File: config.mk
export PLATFORM = sky130hd
export DESIGN_NAME = arrow_scheduler
export DESIGN_NICKNAME = d
export VERILOG_FILES = /design/src/rtl/arrow_pkg.sv /design/src/rtl/arrow_slot_picker.sv /design/src/rtl/arrow_scheduler.sv
export SDC_FILE = /design/constraint.sdc
export NUM_CORES = 1
export LEC_CHECK = 0
export BUFFER_PORTS_ARGS = -buffer_cell sky130_fd_sc_hd__buf_2
export CAP_MARGIN = 25
export CORE_UTILIZATION = 30
export DETAILED_ROUTE_END_ITERATION = 16
export SLEW_MARGIN = 20
export SYNTH_ARGS = -nofsm -noshare
export SYNTH_HDL_FRONTEND = slang
export SYNTH_SLANG_ARGS = --single-unit
File: constraint.sdc
create_clock -name clk_pixel -period 24.3 [get_ports clk_pixel]
set_input_delay 4.86 -clock clk_pixel [delete_from_list [all_inputs] [get_ports clk_pixel]]
set_output_delay 4.86 -clock clk_pixel [all_outputs]
set_load 0.01 [all_outputs]
File: src/rtl/arrow_pkg.sv
// arrow_pkg: shared lane/slot types, default lane geometry and small helpers
// used by the arrow scheduler and its slot picker.
package arrow_pkg;

    typedef enum logic [1:0] {
        UP    = 2'd0,
        RIGHT = 2'd1,
        DOWN  = 2'd2,
        LEFT  = 2'd3
    } lane_t;

    typedef struct packed {
        logic        active;
        logic [10:0] x;
        logic [9:0]  y;
        lane_t       rotate;
    } slot_t;

    typedef enum logic {
        IDLE   = 1'b0,
        UPDATE = 1'b1
    } sched_state_t;

    localparam int DEF_LANE_X0    = 400;
    localparam int DEF_LANE_PITCH = 48;

    // Screen x of a lane's column.
    function automatic logic [10:0] lane_x(lane_t lane, int x0, int pitch);
        return 11'(x0 + int'(lane) * pitch);
    endfunction

    // True when y lies in the inclusive range [lo, hi].
    function automatic logic y_in_range(logic [9:0] y, int lo, int hi);
        return (int'(y) >= lo) && (int'(y) <= hi);
    endfunction

endpackage

File: src/rtl/arrow_slot_picker.sv
// arrow_slot_picker: combinational selection of the lowest-index free slot
// and of the target slot (largest y among active slots, ties to lowest index).
module arrow_slot_picker
    import arrow_pkg::*;
#(
    parameter int NUM_SLOTS = 4,
    parameter int IDX_W     = (NUM_SLOTS > 1) ? $clog2(NUM_SLOTS) : 1
) (
    input  slot_t                slots [NUM_SLOTS],
    output logic                 free_valid,
    output logic [IDX_W-1:0]     free_idx,
    output logic                 target_valid,
    output logic [IDX_W-1:0]     target_idx,
    output logic [NUM_SLOTS-1:0] target_onehot
);

    logic [9:0] best_y;

    // Lowest free slot: scan downwards so the last hit is the lowest index.
    always_comb begin
        // NOTE: blocking assignments in combinational logic give loop order
        // priority; every output gets a default first so no latch is inferred.
        free_valid = 1'b0;
        free_idx   = '0;
        for (int i = NUM_SLOTS - 1; i >= 0; i--) begin
            if (!slots[i].active) begin
                free_valid = 1'b1;
                free_idx   = IDX_W'(i);
            end
        end
    end

    // Target: strict greater-than keeps the lowest index on equal y.
    always_comb begin
        target_valid  = 1'b0;
        target_idx    = '0;
        target_onehot = '0;
        best_y        = '0;
        for (int i = 0; i < NUM_SLOTS; i++) begin
            if (slots[i].active && (!target_valid || slots[i].y > best_y)) begin
                target_valid     = 1'b1;
                target_idx       = IDX_W'(i);
                best_y           = slots[i].y;
                target_onehot    = '0;
                target_onehot[i] = 1'b1;
            end
        end
    end

endmodule

File: src/rtl/arrow_scheduler.sv
// arrow_scheduler: moves falling arrows one slot per cycle after each frame
// pulse, accepts spawns while idle and judges player hits against the lowest
// arrow on screen. Define ARROW_SCHED_AUTOPLAY_EN to replace player input with
// an automatic hit as the target enters the lower half of the hit window.
module arrow_scheduler
    import arrow_pkg::*;
#(
    parameter int NUM_SLOTS  = 4,
    parameter int SPEED      = 2,
    parameter int Y_HIT      = 600,
    parameter int HIT_WINDOW = 24,
    parameter int Y_MISS     = 720,
    parameter int LANE_X0    = DEF_LANE_X0,
    parameter int LANE_PITCH = DEF_LANE_PITCH
) (
    input  logic                 clk_pixel,
    input  logic                 rst_in,
    input  logic                 new_frame_in,
    input  logic                 spawn_valid_in,
    input  logic [1:0]           spawn_lane_in,
    output logic                 spawn_ready_out,
    input  logic                 hit_in,
    input  logic [1:0]           hit_lane_in,
    output logic [10:0]          x_out      [NUM_SLOTS],
    output logic [9:0]           y_out      [NUM_SLOTS],
    output logic [1:0]           rotate_out [NUM_SLOTS],
    output logic [NUM_SLOTS-1:0] active_out,
    output logic [NUM_SLOTS-1:0] next_out,
    output logic [15:0]          hit_count_out,
    output logic [15:0]          miss_count_out
);

    localparam int IDX_W = (NUM_SLOTS > 1) ? $clog2(NUM_SLOTS) : 1;

    sched_state_t         state_q, state_d;
    logic [IDX_W-1:0]     idx_q, idx_d;
    logic                 in_idle, in_update;

    slot_t                slots_q [NUM_SLOTS];
    slot_t                slots_d [NUM_SLOTS];
    logic [15:0]          hit_cnt_q, hit_cnt_d;
    logic [15:0]          miss_cnt_q, miss_cnt_d;
    logic                 hit_pend_q, hit_pend_d;
    lane_t                hit_lane_q, hit_lane_d;
    logic [10:0]          y_step;

    // Picker results for the post-edge slot array, registered so that the
    // free slot and target used in a cycle always describe slots_q.
    logic                 ready_q;
    logic [IDX_W-1:0]     free_idx_q;
    logic                 target_valid_q;
    logic [IDX_W-1:0]     target_idx_q;
    logic [NUM_SLOTS-1:0] next_q;

    logic                 pk_free_valid, pk_target_valid;
    logic [IDX_W-1:0]     pk_free_idx, pk_target_idx;
    logic [NUM_SLOTS-1:0] pk_onehot;

    logic                 spawn_fire;
    logic                 hit_ok;

    arrow_slot_picker #(.NUM_SLOTS(NUM_SLOTS)) u_picker (
        .slots        (slots_d),
        .free_valid   (pk_free_valid),
        .free_idx     (pk_free_idx),
        .target_valid (pk_target_valid),
        .target_idx   (pk_target_idx),
        .target_onehot(pk_onehot)
    );

    // FSM state register; reset abandons any sweep in progress.
    always_ff @(posedge clk_pixel) begin
        // NOTE: sequential state uses non-blocking assignments so every
        // register samples pre-edge values regardless of statement order.
        if (rst_in) begin
            state_q <= IDLE;
            idx_q   <= '0;
        end else begin
            state_q <= state_d;
            idx_q   <= idx_d;
        end
    end

    // FSM next state: a frame pulse starts a sweep; pulses mid-sweep are dropped.
    always_comb begin
        state_d = state_q;
        idx_d   = idx_q;
        case (state_q)
            IDLE: begin
                if (new_frame_in) begin
                    state_d = UPDATE;
                    idx_d   = '0;
                end
            end
            UPDATE: begin
                if (idx_q == IDX_W'(NUM_SLOTS - 1)) begin
                    state_d = IDLE;
                    idx_d   = '0;
                end else begin
                    idx_d = idx_q + 1'b1;
                end
            end
            default: state_d = IDLE;
        endcase
    end

    // FSM outputs: phase decodes consumed by the datapath.
    always_comb begin
        in_idle   = (state_q == IDLE);
        in_update = (state_q == UPDATE);
    end

    assign spawn_fire = in_idle && spawn_valid_in && ready_q;

`ifdef ARROW_SCHED_AUTOPLAY_EN
    // Automatic hit as soon as the target is in [Y_HIT-HIT_WINDOW, Y_HIT].
    assign hit_ok = in_idle && target_valid_q &&
                    y_in_range(slots_q[target_idx_q].y, Y_HIT - HIT_WINDOW, Y_HIT);

    logic unused_hit_inputs;
    assign unused_hit_inputs = ^{hit_in, hit_lane_in, hit_pend_q, hit_lane_q};
`else
    // A fresh press wins over a press latched during the sweep.
    lane_t hit_req_lane;
    assign hit_req_lane = hit_in ? lane_t'(hit_lane_in) : hit_lane_q;
    assign hit_ok = in_idle && (hit_in || hit_pend_q) && target_valid_q &&
                    (slots_q[target_idx_q].rotate == hit_req_lane) &&
                    y_in_range(slots_q[target_idx_q].y,
                               Y_HIT - HIT_WINDOW, Y_HIT + HIT_WINDOW);
`endif

    // Datapath next state: sweep one slot per UPDATE cycle, spawn and judge in IDLE.
    always_comb begin
        slots_d    = slots_q;
        hit_cnt_d  = hit_cnt_q;
        miss_cnt_d = miss_cnt_q;
        hit_pend_d = hit_pend_q;
        hit_lane_d = hit_lane_q;
        y_step     = '0;
        if (in_update) begin
            if (hit_in) begin
                hit_pend_d = 1'b1;
                hit_lane_d = lane_t'(hit_lane_in);
            end
            if (slots_q[idx_q].active) begin
                y_step = 11'(slots_q[idx_q].y) + 11'(SPEED);
                slots_d[idx_q].y = y_step[9:0];
                if (y_step > 11'(Y_MISS)) begin
                    slots_d[idx_q].active = 1'b0;
                    if (miss_cnt_q != 16'hFFFF) miss_cnt_d = miss_cnt_q + 16'd1;
                end
            end
        end else begin
            hit_pend_d = 1'b0;
            // free_idx_q was chosen before this cycle's hit, so both complete.
            if (spawn_fire) begin
                slots_d[free_idx_q].active = 1'b1;
                slots_d[free_idx_q].x      = lane_x(lane_t'(spawn_lane_in), LANE_X0, LANE_PITCH);
                slots_d[free_idx_q].y      = '0;
                slots_d[free_idx_q].rotate = lane_t'(spawn_lane_in);
            end
            if (hit_ok) begin
                slots_d[target_idx_q].active = 1'b0;
                if (hit_cnt_q != 16'hFFFF) hit_cnt_d = hit_cnt_q + 16'd1;
            end
        end
    end

    // Datapath registers and registered picker results.
    always_ff @(posedge clk_pixel) begin
        if (rst_in) begin
            // NOTE: the slot array is a handful of flops, not a RAM, so it is
            // cleared on reset like any other state.
            slots_q        <= '{default: '0};
            hit_cnt_q      <= '0;
            miss_cnt_q     <= '0;
            hit_pend_q     <= 1'b0;
            hit_lane_q     <= UP;
            ready_q        <= 1'b1;
            free_idx_q     <= '0;
            target_valid_q <= 1'b0;
            target_idx_q   <= '0;
            next_q         <= '0;
        end else begin
            slots_q        <= slots_d;
            hit_cnt_q      <= hit_cnt_d;
            miss_cnt_q     <= miss_cnt_d;
            hit_pend_q     <= hit_pend_d;
            hit_lane_q     <= hit_lane_d;
            ready_q        <= (state_d == IDLE) && pk_free_valid;
            free_idx_q     <= pk_free_idx;
            target_valid_q <= pk_target_valid;
            target_idx_q   <= pk_target_idx;
            next_q         <= pk_onehot;
        end
    end

    // Per-slot sprite drive straight from the slot registers.
    always_comb begin
        for (int i = 0; i < NUM_SLOTS; i++) begin
            x_out[i]      = slots_q[i].x;
            y_out[i]      = slots_q[i].y;
            rotate_out[i] = slots_q[i].rotate;
            active_out[i] = slots_q[i].active;
        end
    end

    assign spawn_ready_out = ready_q;
    assign next_out        = next_q;
    assign hit_count_out   = hit_cnt_q;
    assign miss_count_out  = miss_cnt_q;

endmodule

==> impl_table.tex <==
\begin{tabular}{lr}
\hline
Metric & Value \\
\hline
\multicolumn{2}{l}{\textbf{Clock network}} \\
Worst-skew pair later-pin latency & 0.43 ns \\
Master cell of the clock root buffer & sky130\_fd\_sc\_hd\_\_clkbuf\_16 \\
Number of buffers inserted for hold repair after clock tree synthesis & 0 \\
Clock slew at reported path FFs & 0.07 ns \\
Count of H-tree levels built during CTS & 4 \\
Max Root-Sink Buffers & 2 \\
TritonCTS clock tree & yes \\
Post-CTS Resized & 0 \\
Sink Count & 120 \\
Total CTS buffers & 17 \\
Post-CTS setup buffers & 0 \\
\multicolumn{2}{l}{\textbf{Yosys}} \\
Post-synthesis mux area share & 5.53\% \\
Count of mapped cells out of synthesis & around 890 \\
Top FF cell, synth & sky130\_fd\_sc\_hd\_\_dfxtp\_1 \\
Yosys top cell by area & sky130\_fd\_sc\_hd\_\_dfxtp\_1 \\
Total of warnings raised by yosys & 0 \\
Area fraction in and, or, nand and nor cells after synthesis & $\sim$24\% \\
Post-Synth XOR/XNOR Area & 3.49\% \\
Number of synthesized flops with an enable pin & 0 \\
Part of the Yosys area used for sequential elements & 33.4\% \\
Area share of fa/ha/maj cells after synthesis & 6.78\% \\
Cell with the most instances after synthesis & sky130\_fd\_sc\_hd\_\_dfxtp\_1 \\
Portion of synthesized cell area occupied by the leading cell type & 33.4\% \\
Synth Cell Area & 0.00720 sq mm \\
Largest cells by area after synthesis & sky130\_fd\_sc\_hd\_\_dfxtp\_1 33\%, sky130\_fd\_sc\_hd\_\_ha\_1 6.8\%, sky130\_fd\_sc\_hd\_\_nand2\_1 6.2\% \\
Post-synth ARST share & 0\% \\
Register bit total from synthesis & 120 \\
Synth unique cells & 68 \\
Post-synthesis average cell area & 8.06 sq um \\
Commonest cells in the synthesized netlist & 120 x sky130\_fd\_sc\_hd\_\_dfxtp\_1, 118 x sky130\_fd\_sc\_hd\_\_nand2\_1, 110 x sky130\_fd\_sc\_hd\_\_nor2\_1 \\
Fraction of the mapped netlist area in compound gates & 18.9\% \\
Largest family of logic cells by synthesized area & simple AND/OR/NAND/NOR gates \\
\multicolumn{2}{l}{\textbf{Pwr}} \\
Power, Total & 522 uW \\
Proportion of total power due to net switching & 29.9\% \\
Flop pwr share & 39.2\% \\
Share of total power in the clock network & 49.1\% \\
Switching component of the power & around 160 uW \\
Cell internal pwr & 366 uW \\
Worst vdd ir & about 50 uV \\
Standby leakage power & between 3 and 4 nW \\
Combinational share of power & 11.7\% \\
PwrDens & 61.2 mW/mm\^{}2 \\
\multicolumn{2}{l}{\textbf{Die}} \\
Horizontal die dimension & 157 um \\
Die Outline Area & 0.0246 sq mm \\
Count of pins on the block boundary & between 100 and 150 \\
Number of placement rows & 56 \\
Die outline height & 157 um \\
Total core area & 0.0235 sq mm \\
Effective utilization at floorplan & 30.7\% \\
\multicolumn{2}{l}{\textbf{STA}} \\
Slew Viols, Final & 0 \\
Setup repair after global routing missed its margin & no \\
Worst Clk Skew & between 0.015 and 0.02 ns \\
Max-slew headroom & between 30 and 40\% \\
Count of endpoints failing setup in the final report & 0 \\
Hold WS & 0.451 ns \\
Slew @ Worst Pin & between 0.9 and 1 ns \\
Final critical delay including setup and external delays & 11.41 ns \\
Final number of hold-violating endpoints & 0 \\
Fmax & 87.6 MHz \\
Final cycle utilization of the critical path & 47.0\% \\
Setup TNS & 0 ns \\
\multicolumn{2}{l}{\textbf{Cells and area}} \\
Final core utilization & a little over a third \\
Post-route standard cell area excluding fillers & 0.00854 sq mm \\
Number of nets in the finished design & 1036 \\
Flip-flop and latch area & 0.00240 sq mm \\
Area growth from synthesis to layout & 18.6\% \\
Multi-input gate area & 0.00434 sq mm \\
Fillcell total & approximately 2500 \\
Share of final-layout standard cells stronger than drive strength 1 & 19.5\% \\
Total inserted antenna cells & 0 \\
\multicolumn{2}{l}{\textbf{Critical path}} \\
Cell with the largest stage delay on the worst path & sky130\_fd\_sc\_hd\_\_a21oi\_1 \\
Kind of critical path & in2reg \\
CP peak stage delay & 0.69 ns \\
Worst Path Max Fanout & 12 \\
Worst setup EP type & flop \\
Dominant delay contributor by cell family on the critical path & compound AO/OA/AOI/OAI gates \\
Combined buffer and inverter count along the critical path & 1 \\
Most repeated library cell on the critical path & sky130\_fd\_sc\_hd\_\_a21o\_1 \\
Critical Path Source Type & input port \\
Critical path data arrival time & approximately 12 ns \\
CP required & 24.67 ns \\
\multicolumn{2}{l}{\textbf{Route}} \\
Total routed wirelength & $\sim$23000 um \\
Vias/cell & 5.26 \\
WL/cell & 17.8 um \\
Number of design-rule violations left by the first detailed-router iteration & $\sim$630 \\
DR DRC count & 0 \\
Count of nets left with antenna violations after detail routing & 0 \\
Drt pass-1 iters & 5 \\
Number of vias in the routed layout & 6939 \\
\multicolumn{2}{l}{\textbf{GRT}} \\
Overflow left after global routing & 0 \\
Largest net degree at the start of global routing & 84 \\
Number of antenna violations at the first check in global routing & 0 \\
Wire length of the first global-routing pass & 36200 um \\
Total Routing Usage GR & about a fifth \\
Number of global-route vias before repair & about 6400 \\
\multicolumn{2}{l}{\textbf{Status}} \\
Result of the run & finished, final reports clean \\
\multicolumn{2}{l}{\textbf{Hold path}} \\
HP Class & reg2reg \\
\multicolumn{2}{l}{\textbf{Placement}} \\
Routability cong. & 0.915 \\
IO Port Bufs & about 120 \\
Detailed Place HPWL & 17900 um \\
Area of placed instances & 0.00794 sq mm \\
\multicolumn{2}{l}{\textbf{Job}} \\
Count of max-cap constraint violations & 0 \\
\hline
\end{tabular}
==> path summary, 6_finish.rpt <==
kind         slack (ns)  depth (start not counted)     start     endpoint
max               12.89                         29    hit_in  next_out[1]
min                0.45                          2  x_out[6]     x_out[6]
max reg2reg       15.57                         30  idx_q[0]  next_out[1]
min reg2reg        0.45                          2  x_out[6]     x_out[6]
==> cell families (layout without fill, tap and decap cells) <==
kind of cell,Yosys count,in the layout
xor gates and xnor gates,27,27
buffers and inverters,106,195
adders and majority gates,39,39
DFF,120,120
other,1,20
AOI/OAI and AO/OA,205,205
and+or+nand+nor,374,374
muxes,21,21
==> power by group through the flow <==
stage	clock [mW]	combinational (mW)	sequential, mW
final	0.257	0.0609	0.205
after global routing	0.272	0.0667	0.206
after CTS	0.262	0.0601	0.205
after detailed placement	0	0.0599	0.209
after global placement	0	0.0598	0.209
after floorplan	0	0.0472	0.209
==> per-layer routing <==
metal,vias to the layer above,global-route usage [%],part of all wire [%]
met1,3294,25.4,45
met2,241,30.3,46
met3,46,4.16,6.4
li1,3358,-,-
met5,-,0,0
met4,0,9.10,2.9
==> placed cells by master (no fill, tap or decap), types with 3 or more instances in the layout <==
cell type                   count
sky130_fd_sc_hd__a21o_1        16
sky130_fd_sc_hd__inv_8          6
sky130_fd_sc_hd__a211o_1        4
sky130_fd_sc_hd__xor2_1        15
sky130_fd_sc_hd__a21oi_1       57
sky130_fd_sc_hd__buf_4          9
sky130_fd_sc_hd__dfxtp_1      120
sky130_fd_sc_hd__or2_2          3
sky130_fd_sc_hd__conb_1        20
sky130_fd_sc_hd__clkbuf_16     17
sky130_fd_sc_hd__nor4_1         7
sky130_fd_sc_hd__a31oi_1        6
sky130_fd_sc_hd__nor2_1       110
sky130_fd_sc_hd__and3_1        10
sky130_fd_sc_hd__inv_6          4
sky130_fd_sc_hd__o31ai_1       11
sky130_fd_sc_hd__ha_1          39
sky130_fd_sc_hd__o21ai_0       34
sky130_fd_sc_hd__or4_1          3
sky130_fd_sc_hd__xnor2_1       10
sky130_fd_sc_hd__nor3_1        23
sky130_fd_sc_hd__mux2i_1        6
sky130_fd_sc_hd__nand4b_1       4
sky130_fd_sc_hd__nand2_1      118
sky130_fd_sc_hd__nand2b_1       3
sky130_fd_sc_hd__nand4_1       15
sky130_fd_sc_hd__nand3_1       30
sky130_fd_sc_hd__and2_1        18
sky130_fd_sc_hd__inv_1         34
sky130_fd_sc_hd__o2bb2ai_1      3
sky130_fd_sc_hd__nor2b_1        3
sky130_fd_sc_hd__mux4_2        15
sky130_fd_sc_hd__or3_1         17
sky130_fd_sc_hd__o211ai_1      27
sky130_fd_sc_hd__a211oi_1      21
sky130_fd_sc_hd__buf_2        120
==> cell type report <==
cell class                      instances  share of cell area [%]
Timing Repair Buffer                  129                    7.83
Tap cell                              319                    4.68
Sequential cell                       120                    28.1
Clock inverter                         15                    2.02
Inverter                               34                    1.50
Clock buffer                           17                    4.98
Multi-Input combinational cell        686                    50.9
==> worst reg2reg max path, delay by kind of cell, from the launching register on <==
kind	cells	cell delay, ns
mux	1	0.50
compound gates	18	4.22
fa+ha+maj	4	1.11
flops	1	0.88
simple gates	7	1.96
==> metrics by stage <==
stage	setup slack, ns	std cells
2_1_floorplan	13.35	912
3_3_place_gp	12.63	1288
3_5_place_dp	12.50	1288
4_1_cts	12.93	1320
5_1_grt	12.21	1320
6_report	12.89	1320
==> sequential cells by signal, summed over array words and instances (netlist names), 4 cells and up <==
| signal | cells |
|---|---|
| rotate_out | 8 |
| next_out | 4 |
| miss_count_out | 16 |
| y_out | 40 |
| active_out | 4 |
| hit_count_out | 16 |
| x_out | 20 |
Note: power is estimated with default switching activity, not from simulation.
